**config.mk**
```make
export PLATFORM = sky130hd
export DESIGN_NAME = if_stage_fetch
export DESIGN_NICKNAME = d
export VERILOG_FILES = /design/src/rtl/if_stage_fetch.sv
export SDC_FILE = /design/constraint.sdc
export NUM_CORES = 1
export LEC_CHECK = 0
export ABC_AREA = 1
export CELL_PAD_IN_SITES_DETAIL_PLACEMENT = 0
export CELL_PAD_IN_SITES_GLOBAL_PLACEMENT = 1
export CORE_MARGIN = 3
export CORE_UTILIZATION = 46
export CTS_BUF_LIST = sky130_fd_sc_hd__clkbuf_8
export DETAILED_ROUTE_END_ITERATION = 10
export PLACE_DENSITY = 0.9
export SYNTH_ARGS = -nofsm -noshare
export SYNTH_HDL_FRONTEND = slang
export SYNTH_SLANG_ARGS = --single-unit
```
**constraint.sdc**
```tcl
create_clock -name clk -period 7.2 [get_ports clk]
set_clock_uncertainty 0.15 [all_clocks]
set_input_delay 1.44 -clock clk [delete_from_list [all_inputs] [get_ports clk]]
set_output_delay 1.44 -clock clk [all_outputs]
set_load 0.1 [all_outputs]
```
**src/rtl/if_stage_fetch.sv**
```systemverilog
// rtl/if_stage_fetch.sv - instruction fetch stage with credit-limited requests, drop counting and decode FIFO
module if_stage_fetch #(
  parameter int ADDRESS_LEN     = 32,
  parameter int INSTRUCTION_LEN = 32,
  parameter int DEPTH           = 2
) (
  input  logic                       clk,
  input  logic                       rst,
  input  logic                       freeze,
  input  logic                       branch_taken,
  input  logic [ADDRESS_LEN-1:0]     branch_addr,
  output logic                       imem_req_valid,
  input  logic                       imem_req_ready,
  output logic [ADDRESS_LEN-1:0]     imem_req_addr,
  input  logic                       imem_resp_valid,
  input  logic [INSTRUCTION_LEN-1:0] imem_resp_data,
  output logic                       inst_valid,
  output logic [INSTRUCTION_LEN-1:0] instruction,
  output logic [ADDRESS_LEN-1:0]     pc_out
);

  localparam int PW = $clog2(DEPTH);
  localparam int CW = PW + 1;

  logic [ADDRESS_LEN-1:0]     fetch_pc;
  logic [CW-1:0]              outstanding;
  logic [CW-1:0]              outstanding_next;
  logic [CW-1:0]              drop_cnt;
  logic [CW-1:0]              count;
  logic [CW:0]                credit_used;

  logic [ADDRESS_LEN-1:0]     pc_queue [DEPTH];
  logic [PW-1:0]              pcq_wr;
  logic [PW-1:0]              pcq_rd;

  logic [ADDRESS_LEN-1:0]     fifo_pc   [DEPTH];
  logic [INSTRUCTION_LEN-1:0] fifo_data [DEPTH];
  logic [PW-1:0]              fifo_wr;
  logic [PW-1:0]              fifo_rd;

  logic req_fire;
  logic resp_fire;
  logic discard;
  logic push;
  logic pop;
  logic unused_addr_bits;

  // Credits cover both in-flight requests and buffered entries, so a push never meets a full FIFO.
  assign credit_used      = {1'b0, outstanding} + {1'b0, count};
  assign imem_req_valid   = rst & ~branch_taken & (credit_used < (CW+1)'(DEPTH));
  assign imem_req_addr    = fetch_pc;
  assign req_fire         = imem_req_valid & imem_req_ready;
  assign resp_fire        = imem_resp_valid & (outstanding != '0);
  assign discard          = (drop_cnt != '0) | branch_taken;
  assign push             = resp_fire & ~discard;
  assign outstanding_next = outstanding + CW'(req_fire) - CW'(resp_fire);

  assign inst_valid  = rst & (count != '0);
  assign pop         = inst_valid & ~freeze & ~branch_taken;
  assign instruction = inst_valid ? fifo_data[fifo_rd] : '0;
  assign pc_out      = inst_valid ? fifo_pc[fifo_rd] + ADDRESS_LEN'(4) : '0;

  assign unused_addr_bits = ^branch_addr[1:0];

  always_ff @(posedge clk) begin
    if (!rst) begin
      fetch_pc    <= '0;
      outstanding <= '0;
      drop_cnt    <= '0;
      count       <= '0;
      pcq_wr      <= '0;
      pcq_rd      <= '0;
      fifo_wr     <= '0;
      fifo_rd     <= '0;
    end else begin
      outstanding <= outstanding_next;
      if (req_fire) pcq_wr <= pcq_wr + PW'(1);
      if (resp_fire) pcq_rd <= pcq_rd + PW'(1);
      if (branch_taken) begin
        // Everything still in flight after this cycle belongs to the old path.
        fetch_pc <= {branch_addr[ADDRESS_LEN-1:2], 2'b00};
        drop_cnt <= outstanding_next;
        count    <= '0;
        fifo_wr  <= '0;
        fifo_rd  <= '0;
      end else begin
        if (req_fire) fetch_pc <= fetch_pc + ADDRESS_LEN'(4);
        if (resp_fire && drop_cnt != '0) drop_cnt <= drop_cnt - CW'(1);
        if (push) fifo_wr <= fifo_wr + PW'(1);
        if (pop) fifo_rd <= fifo_rd + PW'(1);
        count <= count + CW'(push) - CW'(pop);
      end
    end
  end

  always_ff @(posedge clk) begin
    if (req_fire) pc_queue[pcq_wr] <= fetch_pc;
    if (push) begin
      fifo_pc[fifo_wr]   <= pc_queue[pcq_rd];
      fifo_data[fifo_wr] <= imem_resp_data;
    end
  end

endmodule

```
==> metrics.yaml, run 1 <==
route:
  remaining_drc_errors: 0
  viasPerCell: 4.75
  post_drt_wl_per_cell_um: 14.1
  antenna_left: 0
  initialDrtViolationCount: 510
  drtPass1Iterations: 5
  vias: 8058
  wirelength_mm: 23.9
cts:
  insertion_delay_ns: 0.50
  numCtsBuffers: 38
  htree_num_levels: 2
  clkTransAtPathRegs_ns: 0.05
  clockRootBuffer: "clkbuf_8"
  clkSinkCount: 226
  postCtsResizedCells: 0
  cts_tree: "done"
  cts_hold_buf: 0
  cts_setup_buffers: 0
  clock_path_buffers: 3
logic_synthesis:
  synth_warnings: 0
  synth_area_per_cell_sq_um: 9.08
  yosysSeqAreaShare: 0.595
  synth.distinct_cells: 38
  synth_seq_cells: 226
  syn_area_sq_um: 10700
  synth_flop_cell: "edfxtp_1"
  synth_area_leaders: "edfxtp_1 (52%), nand2_1 (16%), dfxtp_1 (7.9%), inv_1 (4.3%), nor2_1 (4.0%)"
  synth_common_cells: "nand2_1 (446), edfxtp_1 (184), inv_1 (123), nor2_1 (113), nand3_1 (48)"
  syn_inst: 1179
  yosysTopAreaCellShare: 0.516
  async_flop_share: 0
  yosysTopAreaCell: "edfxtp_1"
  synth.most_common_cell: "nand2_1"
  synth_edf_count: 184
timing:
  report.final.setup_viol: 0
  fmax_mhz: 172
  period_minus_slack_ns: 5.81
  hold_viol: 0
  layout_setup_ws_ns: 1.39
  tightest_slew_ns: 1.07
  fin_crit_sh: 0.807
  relSlewSlack: 0.284
  grt_setup_unrepaired: "false"
  slew_viol_final: 0
  finalSetupTns_ns: 0
cells_and_area:
  stdcell_count: 1696
  diodes: 0
  regArea_sq_um: 6370
  drive_above_1_share: 0.121
  fillers: 2010
  multi_input_area_sq_um: 3680
  area_growth_pct: 23.4
  nNetsFinal: 1432
  fin_util: 0.580
power:
  total_power_uw: 3070
  ir_worst_vdd_uv: 126
  p_per_area_nw_per_um2: 232
  p_leak_uw: 0.00539
global_route:
  grt.total_usage: 0.185
  grt-ovfl-total: 0
  antenna_found_initial: 0
  grt_pass1_wl_mm: 37.1
  grt_max_degree: 68
  first_global_vias: 7494
floorplan:
  num_rows: 55
  die_area_sq_um: 25100
  io_pins: 168
  die_h_um: 159
  core-area_sq_um: 22800
  fp.dieW_um: 159
  initial_utilization: 0.470
worst_hold_path:
  hp-start: "pcq_rd"
  min_path_cells: 1
  whs_endpoint: "pcq_rd"
  worstHoldPathType: "reg2reg"
worst_setup_path:
  start_kind: "input port"
  worstPathRequired_ns: 5.61
  ff2ff_path_depth: 12
  r2r_end: "imem_req_addr[23]"
  end_kind: "output pin"
  rrSetupSlack_ns: 3.92
  reg2reg_from: "count[0]"
  crit_type: "in2out"
  cp.arrival_ns: 4.22
  path_max_fanout: 24
placement:
  post-place-ws_ns: 1.36
  gp_congestion: 0.838
  dp_hpwl_mm: 16.6
  io_buffer_count: 161
  dp_cells: 1627
job:
  cap_violations: 0
status:
  outcome: "finished, final reports clean"
layout by cell type (no fill, tap or decap), types with 2 or more instances in the layout:
cell type,n
a211oi_1,2
a21oi_1,33
a31oi_1,8
buf_4,49
clkbuf_8,42
clkdlybuf4s50_1,120
clkinv_1,11
clkinv_2,5
conb_1,4
dfxtp_1,41
edfxtp_1,184
ha_1,7
inv_1,133
inv_2,5
mux2_2,30
nand2_1,446
nand2_2,11
nand3_1,48
nand3b_1,3
nor2_1,109
nor2_2,15
nor2_4,4
nor3_1,4
o21ai_0,36
o22ai_1,2
o31ai_1,3
xnor2_1,3
xor2_1,11
worst max path at each step:
| stage | endpoint | slack (ns) | start |
|---|---|---|---|
| 2_1_floorplan | pc_out[8] | 1.77 | rst |
| 3_3_place_gp | pc_out[8] | 1.39 | rst |
| 3_5_place_dp | pc_out[8] | 1.36 | rst |
| 4_1_cts | pc_out[8] | 1.37 | rst |
| 5_1_grt | pc_out[8] | 1.24 | rst |
| 6_report | pc_out[8] | 1.39 | rst |
cells by family after synthesis:
family                     after synthesis  share of synthesized area
muxes                                   30                     0.0316
other                                    1                   0.000350
buffers and inverters                  166                     0.0640
DFF                                    226                      0.595
adders and majority gates                8                     0.0101
and+or+nand+nor                        644                      0.241
xor gates and xnor gates                14                     0.0115
AOI/OAI and AO/OA                       90                     0.0467
sequential cells by signal, indices dropped and copies added (netlist names), 2 cells and up, named ones only:
signal,flops
fifo_data,64
imem_req_addr,30
count,2
outstanding,2
pc_queue,60
drop_cnt,2
fifo_pc,60
cell type report:
cell class	count	area share
Clock buffer	42	0.0438
Tap cell	313	0.0297
Timing Repair Buffer	170	0.120
Clock inverter	27	0.00843
Multi-Input combinational cell	790	0.279
Sequential cell	226	0.482
Inverter	128	0.0364
stage by stage:
stage / hold WS, ns / area (sq um)
2_1_floorplan: 0.276 / 10700
3_3_place_gp: 0.287 / 12500
3_5_place_dp: 0.291 / 12500
4_1_cts: 0.309 / 13200
5_1_grt: 0.330 / 13200
6_report: 0.311 / 13200
layer usage:
layer / vias to the layer above / routed length, um / global-route usage
met5: - / 0 / 0
met4: 0 / 559 / 0.0615
met3: 44 / 1130 / 0.0315
met2: 212 / 10900 / 0.291
met1: 3627 / 11300 / 0.263
li1: 4175 / - / -
power breakdown:
group,leakage [uW],switching (uW),internal [uW]
clock,0.000392,479,536
sequential,0.00202,43.0,1500
combinational,0.00298,341,163
critical path, stage by stage:
cell and delay, ns:
clkdlybuf4s50_1 0.77, o21ai_2 0.42, a211oi_1 0.38, clkdlybuf4s50_1 1.19
Note: power is estimated with default switching activity, not from simulation.
==> inputs of run 2 (changes only) <==
--- a/config.mk
+++ b/config.mk
@@ -9,10 +9,10 @@
 export CELL_PAD_IN_SITES_DETAIL_PLACEMENT = 0
 export CELL_PAD_IN_SITES_GLOBAL_PLACEMENT = 1
 export CORE_MARGIN = 3
-export CORE_UTILIZATION = 46
+export CORE_UTILIZATION = 42
 export CTS_BUF_LIST = sky130_fd_sc_hd__clkbuf_8
 export DETAILED_ROUTE_END_ITERATION = 10
-export PLACE_DENSITY = 0.9
+export PLACE_DENSITY = 0.84
 export SYNTH_ARGS = -nofsm -noshare
 export SYNTH_HDL_FRONTEND = slang
 export SYNTH_SLANG_ARGS = --single-unit
==> constraint.sdc (replaced) <==
create_clock -name clk -period 5.8 [get_ports clk]
set_clock_uncertainty 0.15 [all_clocks]
set_input_delay 1.16 -clock clk [delete_from_list [all_inputs] [get_ports clk]]
set_output_delay 1.16 -clock clk [all_outputs]
set_load 0.1 [all_outputs]
==> metrics.yaml, run 2 (synthesized netlist as in run 1, its figures left out) <==
power:
  p_switching_uw: 1100  # +27%
  ir_worst_vdd_uv: 165  # +31%
  pwr-share-comb: 0.163  # about the same
  clockPowerShare: 0.344  # +0.013
  p_leak_uw: 0.00551  # +2.1%
  sw_frac_of_total: 0.282  # about the same
  p_per_area_nw_per_um2: 292  # +26%
  seqPwrFrac: 0.493  # -0.012
  p_int_uw: 2800  # +27%
cells_and_area:
  drive_above_1_share: 0.143  # +0.0221
  regMostFlops: "fifo_data"
  layout_commonest_cell: "nand2_1"
  area_growth_pct: 24.5
  diodes: 0  # unchanged
  largest_reg_flops: 64  # unchanged
  fillers: 2228  # +11%
  regArea_sq_um: 6370  # unchanged
  layout_common_cells: "nand2_1 (446), edfxtp_1 (184), inv_1 (136)"
  multi_input_area_sq_um: 3680  # unchanged
  nNetsFinal: 1437  # +0.35%
  reg_top3: "fifo_data: 64 flops, fifo_pc: 60 flops, pc_queue: 60 flops"
worst_setup_path:
  start_kind: "flop"
  path_max_fanout: 37  # +54%
  worstPathRequired_ns: 4.49  # -1.12 ns
  cp_cell_sequence: "inv_2 -> buf_4 -> nand2_1 -> nand2_1 -> nand2_2 -> nor2_4 -> nand2_2 -> nor2_2 -> nand2_1 -> nand2_1 -> nand2_1 -> nor2_1 -> buf_4"
  cp.arrival_ns: 3.35  # -0.87 ns
  end_kind: "output pin"
  crit_top_cell: "nand2_1"
  crit_type: "reg2out"
  cp_slowest_stage_delay_ns: 0.48  # -0.71 ns
  cpLargestDelayFamily: "simple AND/OR/NAND/NOR gates"
  cp_num_buf_inv: 3  # +1
  cp_slowest_cell: "buf_4"
timing:
  finalSetupTns_ns: 0  # unchanged
  period_minus_slack_ns: 4.66
  layout_setup_ws_ns: 1.14  # -0.246 ns
  report.final.setup_viol: 0  # unchanged
  relSlewSlack: 0.331  # +0.0467
  hold_viol: 0  # unchanged
  slew_viol_final: 0  # unchanged
  tightest_slew_ns: 1.00  # -0.0732 ns
  fmax_mhz: 215
  fin_crit_sh: 0.803
  grt_setup_unrepaired: "false"
placement:
  gp_congestion: 0.893  # +6.5%
  dp_hpwl_mm: 17.3  # +4.5%
  post-place-ws_ns: 1.18  # -0.180 ns
  io_buffer_count: 161  # unchanged
floorplan:
  core-area_sq_um: 24700  # +8.3%
  fp.dieW_um: 166  # +4.5%
  num_rows: 57  # +3.6%
  die_area_sq_um: 27400  # +9.2%
  io_pins: 168  # unchanged
  initial_utilization: 0.434  # -0.0361
  die_h_um: 166  # +4.5%
cts:
  cts_tree: "done"
  cts_setup_buffers: 0  # unchanged
  numCtsBuffers: 37  # -2.6%
  clockRootBuffer: "clkbuf_8"
  clock_path_buffers: 3  # unchanged
  cts_hold_buf: 0  # unchanged
  clkTransAtPathRegs_ns: 0.06  # about the same
  clkSinkCount: 226  # unchanged
  insertion_delay_ns: 0.53  # +0.03 ns
  postCtsResizedCells: 0  # unchanged
  htree_num_levels: 2  # unchanged
global_route:
  first_global_vias: 7997  # +6.7%
  grt_pass1_wl_mm: 40.9  # +10%
  grt_max_degree: 68  # unchanged
  antenna_found_initial: 0  # unchanged
  grt.total_usage: 0.181  # -0.00419
  grt-ovfl-total: 0  # unchanged
route:
  post_drt_wl_per_cell_um: 14.6  # +4.0%
  wirelength_mm: 25.0  # +4.8%
  remaining_drc_errors: 0  # unchanged
  initialDrtViolationCount: 546  # +7.1%
  viasPerCell: 4.75  # about the same
  antenna_left: 0  # unchanged
  vias: 8127  # +0.86%
  drtPass1Iterations: 5  # unchanged
worst_hold_path:
  worstHoldPathType: "reg2reg"
status:
  outcome: "finished, final reports clean"
job:
  cap_violations: 0  # unchanged
-- run 2: cell count changes in the layout (fill, tap and decap cells not counted), sizes merged --
cell,previous run,this run
buf,50,79
clkdlybuf4s50,120,97
clkinvlp,1,2
bufinv,0,1
inv,138,143
clkinv,16,5
clkbuf,42,43
-- run 2: per-stage QoR --
step                total power (uW)  cell area (sq um)  hold slack [ns]   util  cells
floorplan                       2390              10700            0.276      -   1182
global placement                2580              12600            0.288  0.510   1644
detailed placement              2590              12600            0.291  0.510   1644
CTS                             3930              13300            0.310  0.540   1710
global route                    4070              13300            0.336  0.540   1710
finish                          3890              13300            0.309  0.540   1710
-- run 2: cell type report --
cell class	instances	share of cell area
Clock buffer	43	0.0444
Clock inverter	23	0.0101
Inverter	128	0.0361
Multi-Input combinational cell	790	0.277
Sequential cell	226	0.478
Tap cell	324	0.0304
Timing Repair Buffer	176	0.124
-- run 2: power groups by stage --
stage / registers (uW) / clock network (uW) / logic [uW]
floorplan: 2040 / 0 / 358
global placement: 1950 / 0 / 628
detailed placement: 1950 / 0 / 637
CTS: 1920 / 1370 / 641
global route: 1930 / 1440 / 697
finish: 1920 / 1340 / 636
-- run 2: final timing paths --
check,to,slack (ns),from,cells past startpoint
worst max-delay path,pc_out[27],1.14,flop,13
worst min-delay path,flop,0.31,pcq_rd,1
worst max register to register,drop_cnt[1],3.11,count[0],13
worst min register to register,flop,0.31,pcq_rd,1
-- run 2: worst register-to-register path, stage by stage (launching register included) --
cell and delay (ns):
dfxtp_1 0.39, nand2_1 0.07, inv_1 0.06, fa_1 0.42, nor2_1 0.11, nand3_1 0.08, buf_4 0.21, ha_1 0.30
inv_1 0.06, ha_1 0.14, xor2_1 0.18, xor2_1 0.23, o21ai_0 0.11, a21oi_1 0.11
-- run 2: per-layer routing --
layer	share of wire	GRT usage	vias up
li1	-	-	4170
met1	0.46	0.252	3717
met2	0.46	0.292	197
met3	0.052	0.0331	43
met4	0.021	0.0532	0
met5	0	0	-
